==> src/rtl/rf_wb_arbiter_pkg.sv <==
// Shared CPU parameters and write-back arbiter types.
//   CPU_WORD / CPU_REG_LOG / CPU_NGPR : datapath width, register index width, GPR count
//   RF_WB_QDEPTH / RF_WB_STARVE_LIMIT : MUL/DIV result queue depth and starvation threshold
//   wb_src_e                          : which source owns the register-file write port this cycle
package rf_wb_arbiter_pkg;

  localparam int unsigned CPU_WORD           = 32;
  localparam int unsigned CPU_REG_LOG        = 5;
  localparam int unsigned CPU_NGPR           = 1 << CPU_REG_LOG;
  localparam int unsigned RF_WB_QDEPTH       = 2;
  localparam int unsigned RF_WB_STARVE_LIMIT = 4;

  typedef enum logic [1:0] {
    WB_IDLE,
    WB_PIPE,
    WB_QUEUE,
    WB_BYPASS
  } wb_src_e;

endpackage

==> src/rtl/wb_result_fifo.sv <==
// In-order queue of MUL/DIV results {rd, data} awaiting a free write-back slot.
//   clk_i, rst_i      : clock, synchronous active-high reset (discards all entries)
//   push_i            : enqueue {push_rd_i, push_data_i} at the tail (caller guarantees not full)
//   pop_i             : dequeue the head (caller guarantees not empty)
//   head_rd_o/_data_o : current head entry
//   count_o           : occupancy; empty_o / full_o derived from it
//   ent_valid_o/rd_o  : per-slot valid and destination taps (slot order, not queue order)
module wb_result_fifo
  import rf_wb_arbiter_pkg::*;
#(
  parameter int unsigned DEPTH = RF_WB_QDEPTH,
  parameter int unsigned DW    = CPU_WORD,
  parameter int unsigned AW    = CPU_REG_LOG,
  localparam int unsigned PW   = $clog2(DEPTH),
  localparam int unsigned CW   = PW + 1
) (
  input  logic                clk_i,
  input  logic                rst_i,
  input  logic                push_i,
  input  logic [AW-1:0]       push_rd_i,
  input  logic [DW-1:0]       push_data_i,
  input  logic                pop_i,
  output logic [AW-1:0]       head_rd_o,
  output logic [DW-1:0]       head_data_o,
  output logic [CW-1:0]       count_o,
  output logic                empty_o,
  output logic                full_o,
  output logic [DEPTH-1:0]    ent_valid_o,
  output logic [DEPTH*AW-1:0] ent_rd_o
);

  localparam logic [CW-1:0] DEPTH_C = CW'(DEPTH);

  logic [AW-1:0]    rd_mem_q   [DEPTH];
  logic [DW-1:0]    data_mem_q [DEPTH];
  logic [DEPTH-1:0] vld_q;
  logic [PW-1:0]    rptr_q, wptr_q;
  logic [CW-1:0]    cnt_q;

  always_ff @(posedge clk_i) begin
    if (rst_i) begin
      rptr_q <= '0;
      wptr_q <= '0;
      cnt_q  <= '0;
      vld_q  <= '0;
    end else begin
      // Clear before set: a push can only land in the popped slot when
      // the queue was full, which the caller never allows.
      if (pop_i) begin
        vld_q[rptr_q] <= 1'b0;
        rptr_q        <= rptr_q + PW'(1);
      end
      if (push_i) begin
        vld_q[wptr_q] <= 1'b1;
        wptr_q        <= wptr_q + PW'(1);
      end
      case ({push_i, pop_i})
        2'b10:   cnt_q <= cnt_q + CW'(1);
        2'b01:   cnt_q <= cnt_q - CW'(1);
        default: cnt_q <= cnt_q;
      endcase
    end
  end

  always_ff @(posedge clk_i) begin
    if (push_i) begin
      rd_mem_q[wptr_q]   <= push_rd_i;
      data_mem_q[wptr_q] <= push_data_i;
    end
  end

  always_comb begin
    ent_rd_o = '0;
    for (int unsigned i = 0; i < DEPTH; i++) begin
      ent_rd_o[i*AW +: AW] = rd_mem_q[i];
    end
  end

  assign head_rd_o   = rd_mem_q[rptr_q];
  assign head_data_o = data_mem_q[rptr_q];
  assign count_o     = cnt_q;
  assign empty_o     = (cnt_q == '0);
  assign full_o      = (cnt_q == DEPTH_C);
  assign ent_valid_o = vld_q;

endmodule

==> src/rtl/rf_wb_arbiter.sv <==
// Shares the single register-file write port between pipeline WB (always wins,
// never back-pressured) and the MUL/DIV unit, whose results are queued in order
// and drained in idle WB cycles or bypassed straight through when nothing waits.
//   clk, rst                        : clock, synchronous active-high reset
//   pipe_we/pipe_rd/pipe_data       : pipeline write-back request
//   md_valid/md_ready/md_rd/md_data : MUL/DIV result handshake
//   rf_we/rf_waddr/rf_wdata         : register-file write port (combinational)
//   stall_req                       : front-end freeze request when the queue head starves
//   pend_mask                       : destinations of queued results, for decode hazards
//   q_count                         : queue occupancy
module rf_wb_arbiter
  import rf_wb_arbiter_pkg::*;
#(
  parameter int unsigned WORD         = CPU_WORD,
  parameter int unsigned REG_LOG      = CPU_REG_LOG,
  parameter int unsigned QDEPTH       = RF_WB_QDEPTH,
  parameter int unsigned STARVE_LIMIT = RF_WB_STARVE_LIMIT,
  localparam int unsigned CW          = $clog2(QDEPTH) + 1,
  localparam int unsigned WW          = $clog2(STARVE_LIMIT + 1)
) (
  input  logic                    clk,
  input  logic                    rst,
  input  logic                    pipe_we,
  input  logic [REG_LOG-1:0]      pipe_rd,
  input  logic [WORD-1:0]         pipe_data,
  input  logic                    md_valid,
  output logic                    md_ready,
  input  logic [REG_LOG-1:0]      md_rd,
  input  logic [WORD-1:0]         md_data,
  output logic                    rf_we,
  output logic [REG_LOG-1:0]      rf_waddr,
  output logic [WORD-1:0]         rf_wdata,
  output logic                    stall_req,
  output logic [(1<<REG_LOG)-1:0] pend_mask,
  output logic [CW-1:0]           q_count
);

  localparam logic [CW-1:0] QDEPTH_C = CW'(QDEPTH);
  localparam logic [WW-1:0] LIMIT_C  = WW'(STARVE_LIMIT);

  wb_src_e                 src;
  logic                    md_accept;
  logic                    q_push, q_pop, q_empty, q_full;
  logic [REG_LOG-1:0]      head_rd;
  logic [WORD-1:0]         head_data;
  logic [QDEPTH-1:0]       ent_valid;
  logic [QDEPTH*REG_LOG-1:0] ent_rd;
  logic [WW-1:0]           wait_q, wait_d;
  logic                    stall_q, stall_d;

  wb_result_fifo #(
    .DEPTH (QDEPTH),
    .DW    (WORD),
    .AW    (REG_LOG)
  ) u_fifo (
    .clk_i       (clk),
    .rst_i       (rst),
    .push_i      (q_push),
    .push_rd_i   (md_rd),
    .push_data_i (md_data),
    .pop_i       (q_pop),
    .head_rd_o   (head_rd),
    .head_data_o (head_data),
    .count_o     (q_count),
    .empty_o     (q_empty),
    .full_o      (q_full),
    .ent_valid_o (ent_valid),
    .ent_rd_o    (ent_rd)
  );

  assign md_ready  = (q_count < QDEPTH_C);
  assign md_accept = md_valid && md_ready;

  always_comb begin
    src = WB_IDLE;
    if (pipe_we)        src = WB_PIPE;
    else if (!q_empty)  src = WB_QUEUE;
    else if (md_accept) src = WB_BYPASS;
  end

  always_comb begin
    rf_waddr = '0;
    rf_wdata = '0;
    unique case (src)
      WB_PIPE:   begin rf_waddr = pipe_rd; rf_wdata = pipe_data; end
      WB_QUEUE:  begin rf_waddr = head_rd; rf_wdata = head_data; end
      WB_BYPASS: begin rf_waddr = md_rd;   rf_wdata = md_data;   end
      default:   ;
    endcase
  end

  // r0 writes are suppressed but still consume the slot, so a queued r0 pops.
  assign rf_we  = (src != WB_IDLE) && (rf_waddr != '0);
  assign q_pop  = (src == WB_QUEUE);
  assign q_push = md_accept && (src != WB_BYPASS);

  always_comb begin
    pend_mask = '0;
    for (int unsigned i = 0; i < QDEPTH; i++) begin
      if (ent_valid[i]) pend_mask[ent_rd[i*REG_LOG +: REG_LOG]] = 1'b1;
    end
    pend_mask[0] = 1'b0;
  end

  always_comb begin
    wait_d = wait_q;
    if (q_empty || q_pop)     wait_d = '0;
    else if (wait_q != LIMIT_C) wait_d = wait_q + WW'(1);

    // The pop always removes the head that was starving, so it releases the stall.
    stall_d = stall_q;
    if (q_pop)                   stall_d = 1'b0;
    else if (wait_d == LIMIT_C)  stall_d = 1'b1;
  end

  always_ff @(posedge clk) begin
    if (rst) begin
      wait_q  <= '0;
      stall_q <= 1'b0;
    end else begin
      wait_q  <= wait_d;
      stall_q <= stall_d;
    end
  end

  assign stall_req = stall_q;

endmodule

==> config.mk <==
export PLATFORM = sky130hd
export DESIGN_NAME = rf_wb_arbiter
export DESIGN_NICKNAME = d
export VERILOG_FILES = /design/src/rtl/rf_wb_arbiter_pkg.sv /design/src/rtl/wb_result_fifo.sv /design/src/rtl/rf_wb_arbiter.sv
export SDC_FILE = /design/constraint.sdc
export NUM_CORES = 1
export LEC_CHECK = 0
export ABC_AREA = 1
export BUFFER_PORTS_ARGS = -buffer_cell sky130_fd_sc_hd__buf_2
export CAP_MARGIN = 20
export CORE_AREA = 3 3 112 141
export CTS_CLUSTER_DIAMETER = 60
export DETAILED_ROUTE_END_ITERATION = 6
export DIE_AREA = 0 0 115 144
export PLACE_DENSITY = 0.52
export SETUP_SLACK_MARGIN = 0.3
export SLEW_MARGIN = 10
export SYNTH_ARGS = -nofsm -noshare
export SYNTH_HDL_FRONTEND = slang
export SYNTH_SLANG_ARGS = --single-unit
==> constraint.sdc <==
create_clock -name clk -period 3.88 [get_ports clk]
set_input_delay 0 -clock clk [delete_from_list [all_inputs] [get_ports clk]]
set_output_delay 0 -clock clk [all_outputs]
set_load 0.01 [all_outputs]
==> run_results.csv <==
group,metric,value,unit
global_routing,track_usage,0.152,
drt,finalWirelength,12500,um
synth,ys_types,30,
synth,synth_edf_count,74,
floorplanning,dieArea,16600,sq um
place,dpl.hpwl,8810,um
sta,worst_pin_slew,0.844,ns
power_and_ir_drop,p_switching,1.05,mW
sta,finalClockSkew,0.00849,ns
setup_path,critPathMaxStageDelay,0.69,ns
sta,setup_violations,0,
synth,syn_nets,567,
synth,syn_avg_cell_area,8.98,sq um
setup_path,crit_path_start_kind,"flip-flop",
setup_path,crit_arrival,2.40,ns
synth,synth_seq_area_share,0.560,
clocking,numCtsBuffers,9,
setup_path,path_max_fanout,22,
hold_path,hold_class,"in -> reg",
global_routing,grt_overflow,0,
power_and_ir_drop,vdd_ir_drop_max,0.000234,V
clocking,clockBufferDepth,2,
drt,antenna_left,0,
drt,vias_per_cell,4.75,
sta,fmax,433,MHz
synth,synth-seq-cells,85,
sta,whs,0.159,ns
global_routing,grt_pass1_vias,4013,
setup_path,required,3.97,ns
cells_and_area,final_common_cell,"nand2_1",
setup_path,path_cells,"nor2_2 -> nand2_2 -> nand3_1 -> clkinv_1 -> buf_4",
setup_path,slowest_stage,"clkinv_1",
global_routing,grt_pass1_wl,19800,um
clocking,cts_resized,0,
clocking,cts_root_buf,"clkbuf_16",
place,io_buffers,150,
synth,async_flop_share,0,
status,outcome,"finished, final reports clean",
synth,synth_flop_cell,"edfxtp_1",
setup_path,end_kind,"flip-flop",
global_routing,grt_max_degree,44,
sta,fin_tns_setup,0,ns
drt,drt_first_pass_iters,4,
setup_path,r2r_slack,1.57,ns
synth,ys.warnings.count,0,
clocking,h-tree-depth,3,
floorplanning,ios,152,
cells_and_area,mostFrequentLayoutCells,"178 x nand2_1, 150 x buf_2, 74 x edfxtp_1",
setup_path,reg2reg_depth,5,
cells_and_area,drive_above_1_share,0.284,
power_and_ir_drop,power.density,515,nW/um^2
job,maxCapViolCount,0,
sta,slew_headroom,0.434,
power_and_ir_drop,internal_power,2.00,mW
sta,timing.final.ws_setup,1.57,ns
place,dpl_worst_slack,1.41,ns
clocking,clock-sinks,85,
power_and_ir_drop,seqPwrFrac,0.402,
clocking,cts_tree,"yes",
power_and_ir_drop,netSwitchingFraction,0.343,
synth,netlist_area,4360,sq um
clocking,cts.reportedPaths.clkPinSlew,0.06,ns
hold_path,min_path_cells,5,
floorplanning,coreArea,14500,sq um
drt,dr_total_vias,4053,
drt,drt-initial-drc-count,277,
sta,timing.final.crit_share,0.595,
cells_and_area,areaGrowthSynthToFinish,35.8,%
place,place.gp.congestion,0.920,
drt,wl_per_cell,14.6,um
clocking,insertion_delay,0.34,ns
sta,period_minus_slack,2.31,ns
setup_path,critPathKind,"reg -> reg",
floorplanning,die_x,115,um
global_routing,antenna_found_initial,0,
cells_and_area,nets,751,
power_and_ir_drop,power.leakage,2.58,nW
power_and_ir_drop,clockPowerShare,0.286,
floorplanning,start_util,0.302,
sta,finalMaxSlewViolations,0,
floorplanning,rows,49,
drt,drcViolationCount,0,
synth,postSynthCellCount,486,
floorplanning,fp.dieH,144,um
sta,finalHoldViolations,0,
sta,rsz0062_at_grt,"false",
power_and_ir_drop,p_comb_frac,0.312,
## power by group through the flow
| stage | Sequential (mW) | Clock, mW | Combinational (mW) |
|---|---|---|---|
| after CTS | 1.23 | 0.888 | 0.973 |
| after floorplan | 1.24 | 0 | 0.621 |
| after global routing | 1.24 | 0.934 | 1.08 |
| after global placement | 1.24 | 0 | 0.926 |
| final | 1.23 | 0.871 | 0.951 |
| after detailed placement | 1.25 | 0 | 0.939 |
## worst max-delay path, delay by kind of cell, from the launching register on
family	cells	cell delay (ns)
flip-flops	1	0.39
AND/OR/NAND/NOR	3	0.52
buffers and inverters	2	1.15
## per-stage QoR
step / total power [mW] / cell area (sq um) / cells / util
after global placement: 2.17 / 5240 / 799 / 0.362
after CTS: 3.09 / 5920 / 853 / 0.409
after global routing: 3.26 / 5920 / 853 / 0.409
after floorplan: 1.86 / 4360 / 486 / -
final: 3.05 / 5920 / 854 / 0.409
after detailed placement: 2.19 / 5240 / 799 / 0.362
## synthesized netlist by cell type, types with 2 or more instances
| master | count | area share |
|---|---|---|
| nand2_1 | 178 | 0.15 |
| edfxtp_1 | 74 | 0.51 |
| nand3_1 | 59 | 0.068 |
| o21ai_0 | 34 | 0.039 |
| inv_1 | 25 | 0.022 |
| o211ai_1 | 19 | 0.033 |
| nor2_1 | 12 | 0.010 |
| dfxtp_1 | 11 | 0.050 |
| or2_1 | 10 | 0.014 |
| or2_2 | 9 | 0.013 |
| a21oi_1 | 8 | 0.0092 |
| buf_2 | 7 | 0.0080 |
| nor3_1 | 7 | 0.0080 |
| buf_6 | 5 | 0.013 |
| clkbuf_1 | 4 | 0.0034 |
| buf_4 | 3 | 0.0052 |
| ha_1 | 3 | 0.0086 |
| inv_2 | 2 | 0.0017 |
| nand2_2 | 2 | 0.0029 |
| nand3_2 | 2 | 0.0046 |
| nor2_4 | 2 | 0.0052 |
| nor3_2 | 2 | 0.0046 |
## cells by family (layout without fill, tap and decap cells)
kind of cell | after synthesis | in the layout | share of synthesized area
fa+ha+maj | 3 | 3 | 0.00860
xor+xnor | 1 | 1 | 0.00201
flops | 85 | 85 | 0.560
compound gates | 63 | 63 | 0.0835
other cells | 1 | 2 | 0.000860
buf+inv | 47 | 236 | 0.0542
simple gates | 286 | 286 | 0.291
## worst paths after layout
path | from | end
hold / removal | md_valid | u_fifo.ent_valid_o[1]
setup reg to reg | u_fifo.count_o[0] | u_fifo.data_mem_q[0][10]
hold reg to reg | stall_req | stall_req
setup / recovery | u_fifo.count_o[0] | u_fifo.data_mem_q[0][10]
## layer usage
metal	track usage	share of wire
met1	0.180	0.42
met2	0.267	0.50
met3	0.0364	0.067
met4	0.0544	0.013
met5	0	0
## repair_timing
item / in CTS / in global routing
hold endpoints to repair: 80 / 0
hold buffers: 38 / 0
setup buffers: 0 / 0
endpoints found under the setup margin: 0 / 0
## sequential cells by signal, summed over array words and instances, names as in the netlist, named ones only
register	count
u_fifo.data_mem_q	64
u_fifo.rd_mem_q	10
wait_q	3
u_fifo.count_o	2
u_fifo.ent_valid_o	2
stall_req	1
u_fifo.rptr_q	1
u_fifo.wptr_q	1
## cell type report
cell class              instances  area, sq um
fillers                      1459         8540
flip-flops and latches         85         2440
multi-input cells             354         1680
repair buffers                192         1160
clock buffers                   9          225
well taps                     178          223
inverters                      28          108
clock inverters                 7         78.8
diodes                          1         2.50
No activity file was read; power rests on OpenSTA's default activity.
